$ cat src/rtl/requant_pkg.sv
// Shared widths, output limits and the per-channel parameter record
// used by the requantization stage and its parameter table.
package requant_pkg;

  localparam int ACC_W   = 21;
  localparam int OUT_W   = 8;
  localparam int SCALE_W = 16;
  localparam int SHIFT_W = 5;

  localparam int QMAX = 127;
  localparam int QMIN = -128;

  typedef struct packed {
    logic signed [ACC_W-1:0] bias;
    logic [SCALE_W-1:0]      scale;
    logic [SHIFT_W-1:0]      shift;
  } rq_param_t;

  // Identity entry: no bias, unit scale, no shift, so only saturation applies
  localparam rq_param_t RQ_DEFAULT = '{bias: '0, scale: SCALE_W'(1), shift: '0};

endpackage

$ cat src/rtl/requant_param_tbl.sv
// Per-channel requantization parameter table: one synchronous write
// port, one asynchronous read port, reset to identity entries.
module requant_param_tbl
  import requant_pkg::*;
#(
  parameter int NCH = 16,
  parameter int AW  = $clog2(NCH)
) (
  input  logic              clk,
  input  logic              rst,
  input  logic              we,
  input  logic [AW-1:0]     wr_addr,
  input  rq_param_t         wr_data,
  input  logic [AW-1:0]     rd_addr,
  output rq_param_t         rd_data
);

  rq_param_t mem [NCH];

  // Reset restores every entry to identity; otherwise apply the write strobe
  always_ff @(posedge clk) begin
    if (rst) begin
      for (int i = 0; i < NCH; i++) begin
        mem[i] <= RQ_DEFAULT;
      end
    end else if (we) begin
      mem[wr_addr] <= wr_data;
    end
  end

  // A read of the entry being written this cycle still sees the old contents
  assign rd_data = mem[rd_addr];

endmodule

$ cat src/rtl/requant_unit.sv
// Requantization stage: bias add, per-channel scale, rounding shift,
// optional ReLU and signed saturation, as a 3-stage pipeline.
module requant_unit #(
  parameter int ACC_W   = requant_pkg::ACC_W,
  parameter int OUT_W   = requant_pkg::OUT_W,
  parameter int SCALE_W = requant_pkg::SCALE_W,
  parameter int SHIFT_W = requant_pkg::SHIFT_W,
  parameter int NCH     = 16
) (
  input  logic                     clk,
  input  logic                     rst,
  input  logic                     cfg_we,
  input  logic [$clog2(NCH)-1:0]   cfg_addr,
  input  logic signed [ACC_W-1:0]  cfg_bias,
  input  logic [SCALE_W-1:0]       cfg_scale,
  input  logic [SHIFT_W-1:0]       cfg_shift,
  input  logic                     relu_en,
  input  logic                     ch_clr,
  input  logic                     in_vld,
  input  logic signed [ACC_W-1:0]  in_sum,
  output logic                     out_vld,
  output logic signed [OUT_W-1:0]  out_q,
  output logic [$clog2(NCH)-1:0]   out_ch,
  output logic                     sat_flag
);
  import requant_pkg::*;

  localparam int AW   = $clog2(NCH);
  localparam int S1_W = ACC_W + 1;
  localparam int PW   = ACC_W + SCALE_W + 2;
  localparam int RW   = PW + 1;
  localparam logic signed [RW-1:0] R_MAX = RW'(QMAX);
  localparam logic signed [RW-1:0] R_MIN = RW'(QMIN);

  logic [AW-1:0] ch;
  logic [AW-1:0] ch_cur;
  rq_param_t     cfg_entry;
  rq_param_t     rd_entry;

  logic                   v1;
  logic signed [S1_W-1:0] s1;
  logic [SCALE_W-1:0]     sc1;
  logic [SHIFT_W-1:0]     sh1;
  logic                   relu1;
  logic [AW-1:0]          ch1;

  logic                   v2;
  logic signed [PW-1:0]   p2;
  logic [SHIFT_W-1:0]     sh2;
  logic                   relu2;
  logic [AW-1:0]          ch2;

  logic signed [RW-1:0]   p_ext;
  logic signed [RW-1:0]   bump;
  logic signed [RW-1:0]   rsum;
  logic signed [RW-1:0]   r;
  logic                   clip_hi;
  logic                   clip_lo;
  logic signed [OUT_W-1:0] q_next;

  assign cfg_entry = '{bias: cfg_bias, scale: cfg_scale, shift: cfg_shift};
  assign ch_cur    = ch_clr ? '0 : ch;

  requant_param_tbl #(.NCH(NCH), .AW(AW)) u_tbl (
    .clk     (clk),
    .rst     (rst),
    .we      (cfg_we),
    .wr_addr (cfg_addr),
    .wr_data (cfg_entry),
    .rd_addr (ch_cur),
    .rd_data (rd_entry)
  );

  // Channel pointer advances per accepted sample; a clear with a sample lands it on 1
  always_ff @(posedge clk) begin
    if (rst) begin
      ch <= '0;
    end else if (in_vld) begin
      ch <= (ch_cur == AW'(NCH - 1)) ? '0 : ch_cur + AW'(1);
    end else if (ch_clr) begin
      ch <= '0;
    end
  end

  // Stage 1: bias add at full width and capture the channel's parameters
  always_ff @(posedge clk) begin
    if (rst) v1 <= 1'b0;
    else     v1 <= in_vld;
    if (in_vld) begin
      s1    <= {in_sum[ACC_W-1], in_sum} + {rd_entry.bias[ACC_W-1], rd_entry.bias};
      sc1   <= rd_entry.scale;
      sh1   <= rd_entry.shift;
      relu1 <= relu_en;
      ch1   <= ch_cur;
    end
  end

  // Stage 2: full-precision signed product with the unsigned scale
  always_ff @(posedge clk) begin
    if (rst) v2 <= 1'b0;
    else     v2 <= v1;
    if (v1) begin
      p2    <= s1 * $signed({1'b0, sc1});
      sh2   <= sh1;
      relu2 <= relu1;
      ch2   <= ch1;
    end
  end

  // Stage 3 datapath: round-half-up shift, ReLU, then saturation detect
  always_comb begin
    p_ext = {p2[PW-1], p2};
    bump  = '0;
    if (sh2 != '0) begin
      bump = RW'(1) << (sh2 - SHIFT_W'(1));
    end
    rsum = p_ext + bump;
    r    = rsum >>> sh2;
    if (relu2 && r[RW-1]) begin
      r = '0;
    end
    clip_hi = (r > R_MAX);
    clip_lo = (r < R_MIN);
    if (clip_hi)      q_next = OUT_W'(QMAX);
    else if (clip_lo) q_next = OUT_W'(QMIN);
    else              q_next = r[OUT_W-1:0];
  end

  // Stage 3 register: output byte holds between samples; clip events win over a clear
  always_ff @(posedge clk) begin
    if (rst) begin
      out_vld  <= 1'b0;
      out_q    <= '0;
      out_ch   <= '0;
      sat_flag <= 1'b0;
    end else begin
      out_vld <= v2;
      if (v2) begin
        out_q  <= q_next;
        out_ch <= ch2;
      end
      if (v2 && (clip_hi || clip_lo)) sat_flag <= 1'b1;
      else if (ch_clr)                sat_flag <= 1'b0;
    end
  end

endmodule

$ cat config.mk
export PLATFORM = sky130hd
export DESIGN_NAME = requant_unit
export DESIGN_NICKNAME = d
export VERILOG_FILES = /design/src/rtl/requant_pkg.sv /design/src/rtl/requant_param_tbl.sv /design/src/rtl/requant_unit.sv
export SDC_FILE = /design/constraint.sdc
export NUM_CORES = 2
export LEC_CHECK = 0
export ABC_AREA = 1
export ABC_CLOCK_PERIOD_IN_PS = 6800
export BUFFER_PORTS_ARGS = -buffer_cell sky130_fd_sc_hd__clkbuf_2
export CAP_MARGIN = 15
export CORE_ASPECT_RATIO = 1.75
export CORE_MARGIN = 2
export CORE_UTILIZATION = 55
export DETAILED_ROUTE_END_ITERATION = 16
export PLACE_DENSITY_LB_ADDON = 0.15
export SYNTH_ARGS = -nofsm -noshare
export SYNTH_HDL_FRONTEND = slang
export SYNTH_SLANG_ARGS = --single-unit
$ cat constraint.sdc
create_clock -name clk -period 6.8 [get_ports clk]
set_clock_uncertainty 0.05 [all_clocks]
set_input_delay 0.68 -clock clk [delete_from_list [all_inputs] [get_ports clk]]
set_output_delay 0.68 -clock clk [all_outputs]
set_load 0.1 [all_outputs]
# Yosys cells after proc, flatten, opt, wreduce, memory -nomap -nowiden
# Memories as Yosys holds them, arrays and structs flattened.
# Index checks and enable logic that the tools add are counted.
# Widths: inputs -> output; s select.
# op_classes
addsub	4
n_mul	1
magnitude_cmp	2
eq_ne	1
shifts	2
muxes	17
n_reduce_logical	6
# ops
cell	n
$mux 40	2
$mux 42	1
$reduce_or 42->1	1
$add 39x40->40	1
$gt 40x8->1 const B	1
$lt 40x8->1 const B	1
$shl 1x5->40 const A	1
$sshr 40x5->40	1
$mul 22x17->39	1
$add 21x21->22	1
$mux 4	4
$mux 8	2
$mux 1	8
$reduce_bool 5->1	1
$sub 5x1->5 const B	1
$add 4x1->4 const B	1
$eq 4x4->1 const B	1
$logic_and 1x1->1	2
$reduce_bool 2->1	1
$logic_or 1x1->1	1
# totals
register_bits	117
mem_bits_rw	672
out_inout_bits	14
wordCells	50
memories	1
# memory_table
memory	words	word_bits	read_ports	rd_ports_with_merged_regs	wr	line_no	source
u_tbl.mem	16	42	1	0	16	requant_param_tbl.sv:18	rq_param_t mem [NCH];

# Depth between registers and ports, before layout
# logic_depth
ltp_word	11
ltp_mapped	44

# By module
# Synthesis repeated with hierarchy kept, for this count alone.
# unflattened
cells_unflattened	6824
hier_area_um2	55793.5
# modules_own_cells
module	n_inst	cells_each	area_each_um2
requant_param_tbl	1	3578	32088.3
requant_unit	1	3246	23705.2

# Least setup slack after synthesis
# OpenSTA, ideal clock, no wires.
# synth_timing
path_type	reg-to-reg
from	register s1[10]
to	register p2[37], data pin
setup_ps	258
arrival_time_ps	6139
required_ps	6492
setup_slack_ps	353
stages_incl_launch_ff	30
path_buffers	2
path_cell_list	edfxtp_1 -> clkbuf_1 -> clkbuf_1 -> nand2_1 -> fa_1 -> inv_1 -> fa_1 -> inv_1 -> fa_1 -> fa_1 -> inv_1 -> fa_1 -> fa_1 -> ha_1 -> a21oi_1 -> o21ai_0 -> o21bai_1 -> nand3_1 -> nand2_1 -> a21oi_1 -> o21ai_1 -> nand2_1 -> nand2_1 -> a21oi_2 -> o21ai_1 -> a21boi_1 -> o21ai_0 -> nand2_1 -> nand2_1 -> xor2_1
# synth_via
elab_chain_len	1
# synth_lines
item	line_no	source
start: declaration	requant_unit.sv:41	logic signed [S1_W-1:0] s1;
start signal: assignment	requant_unit.sv:90	s1 <= {in_sum[ACC_W-1], in_sum} + {rd_entry.bias[ACC_W-1], rd_entry.bias};
$mul 22x17->39	requant_unit.sv:103	p2 <= s1 * $signed({1'b0, sc1});
end signal: assignment	requant_unit.sv:103	
end: declaration	requant_unit.sv:48	logic signed [PW-1:0] p2;
# Every way passes these cells.
# A chain may end at the register's enable or synchronous reset.

# Final worst setup path
# layout_timing
from	register s1[5]
to	register p2[37], data pin
# The elaborated chain is that of the path after synthesis.

==> flow_summary.toml <==
[cells_and_area]
drive_gt1_share_pct = 8.261
final_nets = 6484
finalNonFillerCells = 7186
area_delta_synth_final_pct = 8.442

[global_routing]
grtUsageTotal_pct = 36.83
gr-total-overflow = 0
grt_pass1_wl_um = 263000
grt_pass1_vias = 42901
grt_max_degree = 114
antenna_found_initial = 10

[synthesis]
syn_inst = 5948
yosysUniqueCellTypes = 49
ys_async_sr_fraction_pct = 0
ys.flop_type = "edfxtp_1"
netlist_area_mm2 = 0.05275
synthesis.nets = 6523
ys_ff_latch = 789
yosysSeqAreaShare_pct = 44.54
synth_edf_count = 769
syn_area_per_cell_um2 = 8.868
yosys_warnings = 0

[clock_network]
cts_root_buf = "clkbuf_16"
clock_sinks = 789
clkSlewWorstSetupHoldPaths_ns = 0.06
cts_tree = "yes"
clk_latency_ns = 0.70
numCtsBuffers = 75
htree_num_levels = 3
clockBufferDepth = 3

[die]
die_x_um = 238.1
rows = 150
dieArea_mm2 = 0.09850
initial_core_util_pct = 55.33
die_y_um = 413.7
boundaryPins = 87
core_area_mm2 = 0.09534

[drt]
vias = 42646
wire_per_inst_um = 25.02
firstDrtPassIters = 6
drc = 0
final_antenna_net_count = 0
avgViaCountPerCell = 5.935
drtIter0Drc = 4007
routed_wl_um = 179800

[timing]
period_share_pct = 94.98
grt_setup_unrepaired = "false"
slew-limit-headroom_pct = 17.61
finalHoldViolations = 0
fmax_mhz = 154.8
finalSetupTns_ns = 0
fin_ws_ns = 0.3415
drv_slew = 0
tightest_slew_ns = 1.231
period_minus_slack_ns = 6.459
hold_ws_ns = 0.2689
setup_violations = 0

[worst_setup_path]
cpPeakStageDelay_ns = 0.54
end_kind = "flip-flop"
worst-setup-path-type = "flip-flop to flip-flop"
critPathMaxFanout = 4
worst_ep_arrival_time_ns = 6.83
crit_slowest_cell = "fa_1"
cp-start-kind = "flip-flop"
crit_required_ns = 7.17

[place]
place_inst = 7046
io_buffer_count = 86
dp_hpwl_um = 122400
gp_congestion = 0.9899
post-place-ws_ns = 0.2179

[hold_path]
min_path_type = "primary input to flip-flop"

[flow_run]
maxCapViolCount = 0

[run_status]
status = "complete, no violations"
metrics by stage:
| step | instance area, µm² | util, % |
|---|---|---|
| after global placement | 54650 | 57.32 |
| final | 57200 | 60.00 |
| after global routing | 57200 | 59.99 |
| after CTS | 57130 | 59.93 |
| after detailed placement | 54650 | 57.32 |
| after floorplan | 52750 | - |
layout make-up:
cell class | instances | area [µm²]
Inverter | 843 | 3176
Timing Repair Buffer | 251 | 1760
Tap cell | 1216 | 1521
Sequential cell | 789 | 23490
Multi-Input combinational cell | 3949 | 24760
Antenna cell | 2 | 5.005
Clock inverter | 50 | 548.0
Clock buffer | 86 | 1939
Fill cell | 8538 | 38140
cells in the final DEF (no fill, tap or decap), types with 149 or more instances in the layout:
cell / count
inv_1: 814
nand3_1: 349
nor2_1: 1001
fa_1: 351
edfxtp_1: 769
ha_1: 149
a21oi_1: 226
nand2_1: 1193
buf_4: 157
o21ai_0: 222
metal layers:
layer / vias up / routed length [µm] / GRT usage (%)
met2: 2137 / 90860 / 65.03
met1: 20693 / 57440 / 37.50
met4: 8 / 17310 / 30.31
li1: 19091 / - / -
met3: 717 / 14110 / 7.536
met5: - / 48 / 0
state kept, by name (all words and copies together), names as in the netlist, 4 cells and up:
register / cells
u_tbl.mem: 672
p2: 39
s1: 22
sc1: 16
out_q: 8
sh1: 5
sh2: 5
ch1: 4
ch2: 4
ch: 4
out_ch: 4
Yosys cell counts, types with 2 or more instances:
| master | n | share of area (%) |
|---|---|---|
| nand3_1 | 349 | 3.3 |
| nand3_2 | 25 | 0.47 |
| nand4_1 | 17 | 0.20 |
| xnor2_1 | 29 | 0.48 |
| o211ai_1 | 25 | 0.36 |
| a31oi_1 | 5 | 0.059 |
| fa_1 | 351 | 13 |
| nand2_2 | 24 | 0.28 |
| edfxtp_1 | 769 | 44 |
| buf_4 | 5 | 0.071 |
| nor3_1 | 17 | 0.16 |
| inv_1 | 814 | 5.8 |
| a22oi_1 | 21 | 0.30 |
| o21ai_1 | 11 | 0.10 |
| o21ai_0 | 223 | 2.1 |
| nor2_1 | 1005 | 7.2 |
| o22ai_1 | 63 | 0.75 |
| clkbuf_1 | 306 | 2.2 |
| nand2_1 | 1211 | 8.6 |
| o311ai_0 | 3 | 0.050 |
| buf_2 | 24 | 0.23 |
| a21oi_1 | 227 | 2.2 |
| o221ai_1 | 22 | 0.37 |
| a21boi_1 | 2 | 0.028 |
| xor2_1 | 43 | 0.71 |
| o21bai_1 | 5 | 0.071 |
| a32o_1 | 62 | 1.2 |
| inv_2 | 9 | 0.064 |
| nor2_4 | 2 | 0.043 |
| nor2_2 | 11 | 0.13 |
| a21boi_0 | 3 | 0.043 |
| a221oi_1 | 24 | 0.40 |
| nor3_2 | 3 | 0.057 |
| buf_1 | 31 | 0.22 |
| a21oi_2 | 2 | 0.033 |
| dfxtp_1 | 20 | 0.76 |
| ha_1 | 151 | 3.6 |
| a21o_1 | 4 | 0.057 |
| clkinv_1 | 20 | 0.14 |
cell families after synthesis:
logic type / count (synthesis) / share of synthesized area [%]
flip-flops: 789 / 44.54
AO/OA/AOI/OAI: 706 / 8.124
XOR/XNOR: 72 / 1.195
buffers and inverters: 1210 / 8.717
adder cells (fa/ha/maj): 502 / 16.90
multiplexers: 1 / 0.01898
AND/OR/NAND/NOR: 2667 / 20.50
other: 1 / 0.007109
critical path, delay by kind of cell (launching register included):
family,cells,cell delay (ns)
buffers and inverters,4,0.30
and+or+nand+nor,7,0.62
adders and majority gates,7,3.23
xor gates and xnor gates,1,0.14
AOI/OAI and AO/OA,9,1.32
DFF,1,0.51
final timing paths:
path         startpoint  cells past startpoint  slack [ns]      to
max               s1[5]                     28        0.34  p2[37]
min             relu_en                      1        0.27   relu1
max reg2reg       s1[5]                     28        0.34  p2[37]
min reg2reg      sh1[3]                      0        0.37  sh2[3]
repair_timing:
item                                    CTS  global route
endpoints found under the setup margin    0             3
buffers inserted                          0             1
hold endpoints to repair                  0             0
hold buffers                              0             0
resized for setup                         0             9
Power is not shown: default switching activity piles up to over one toggle a cycle in this logic, so the estimate is an artifact.
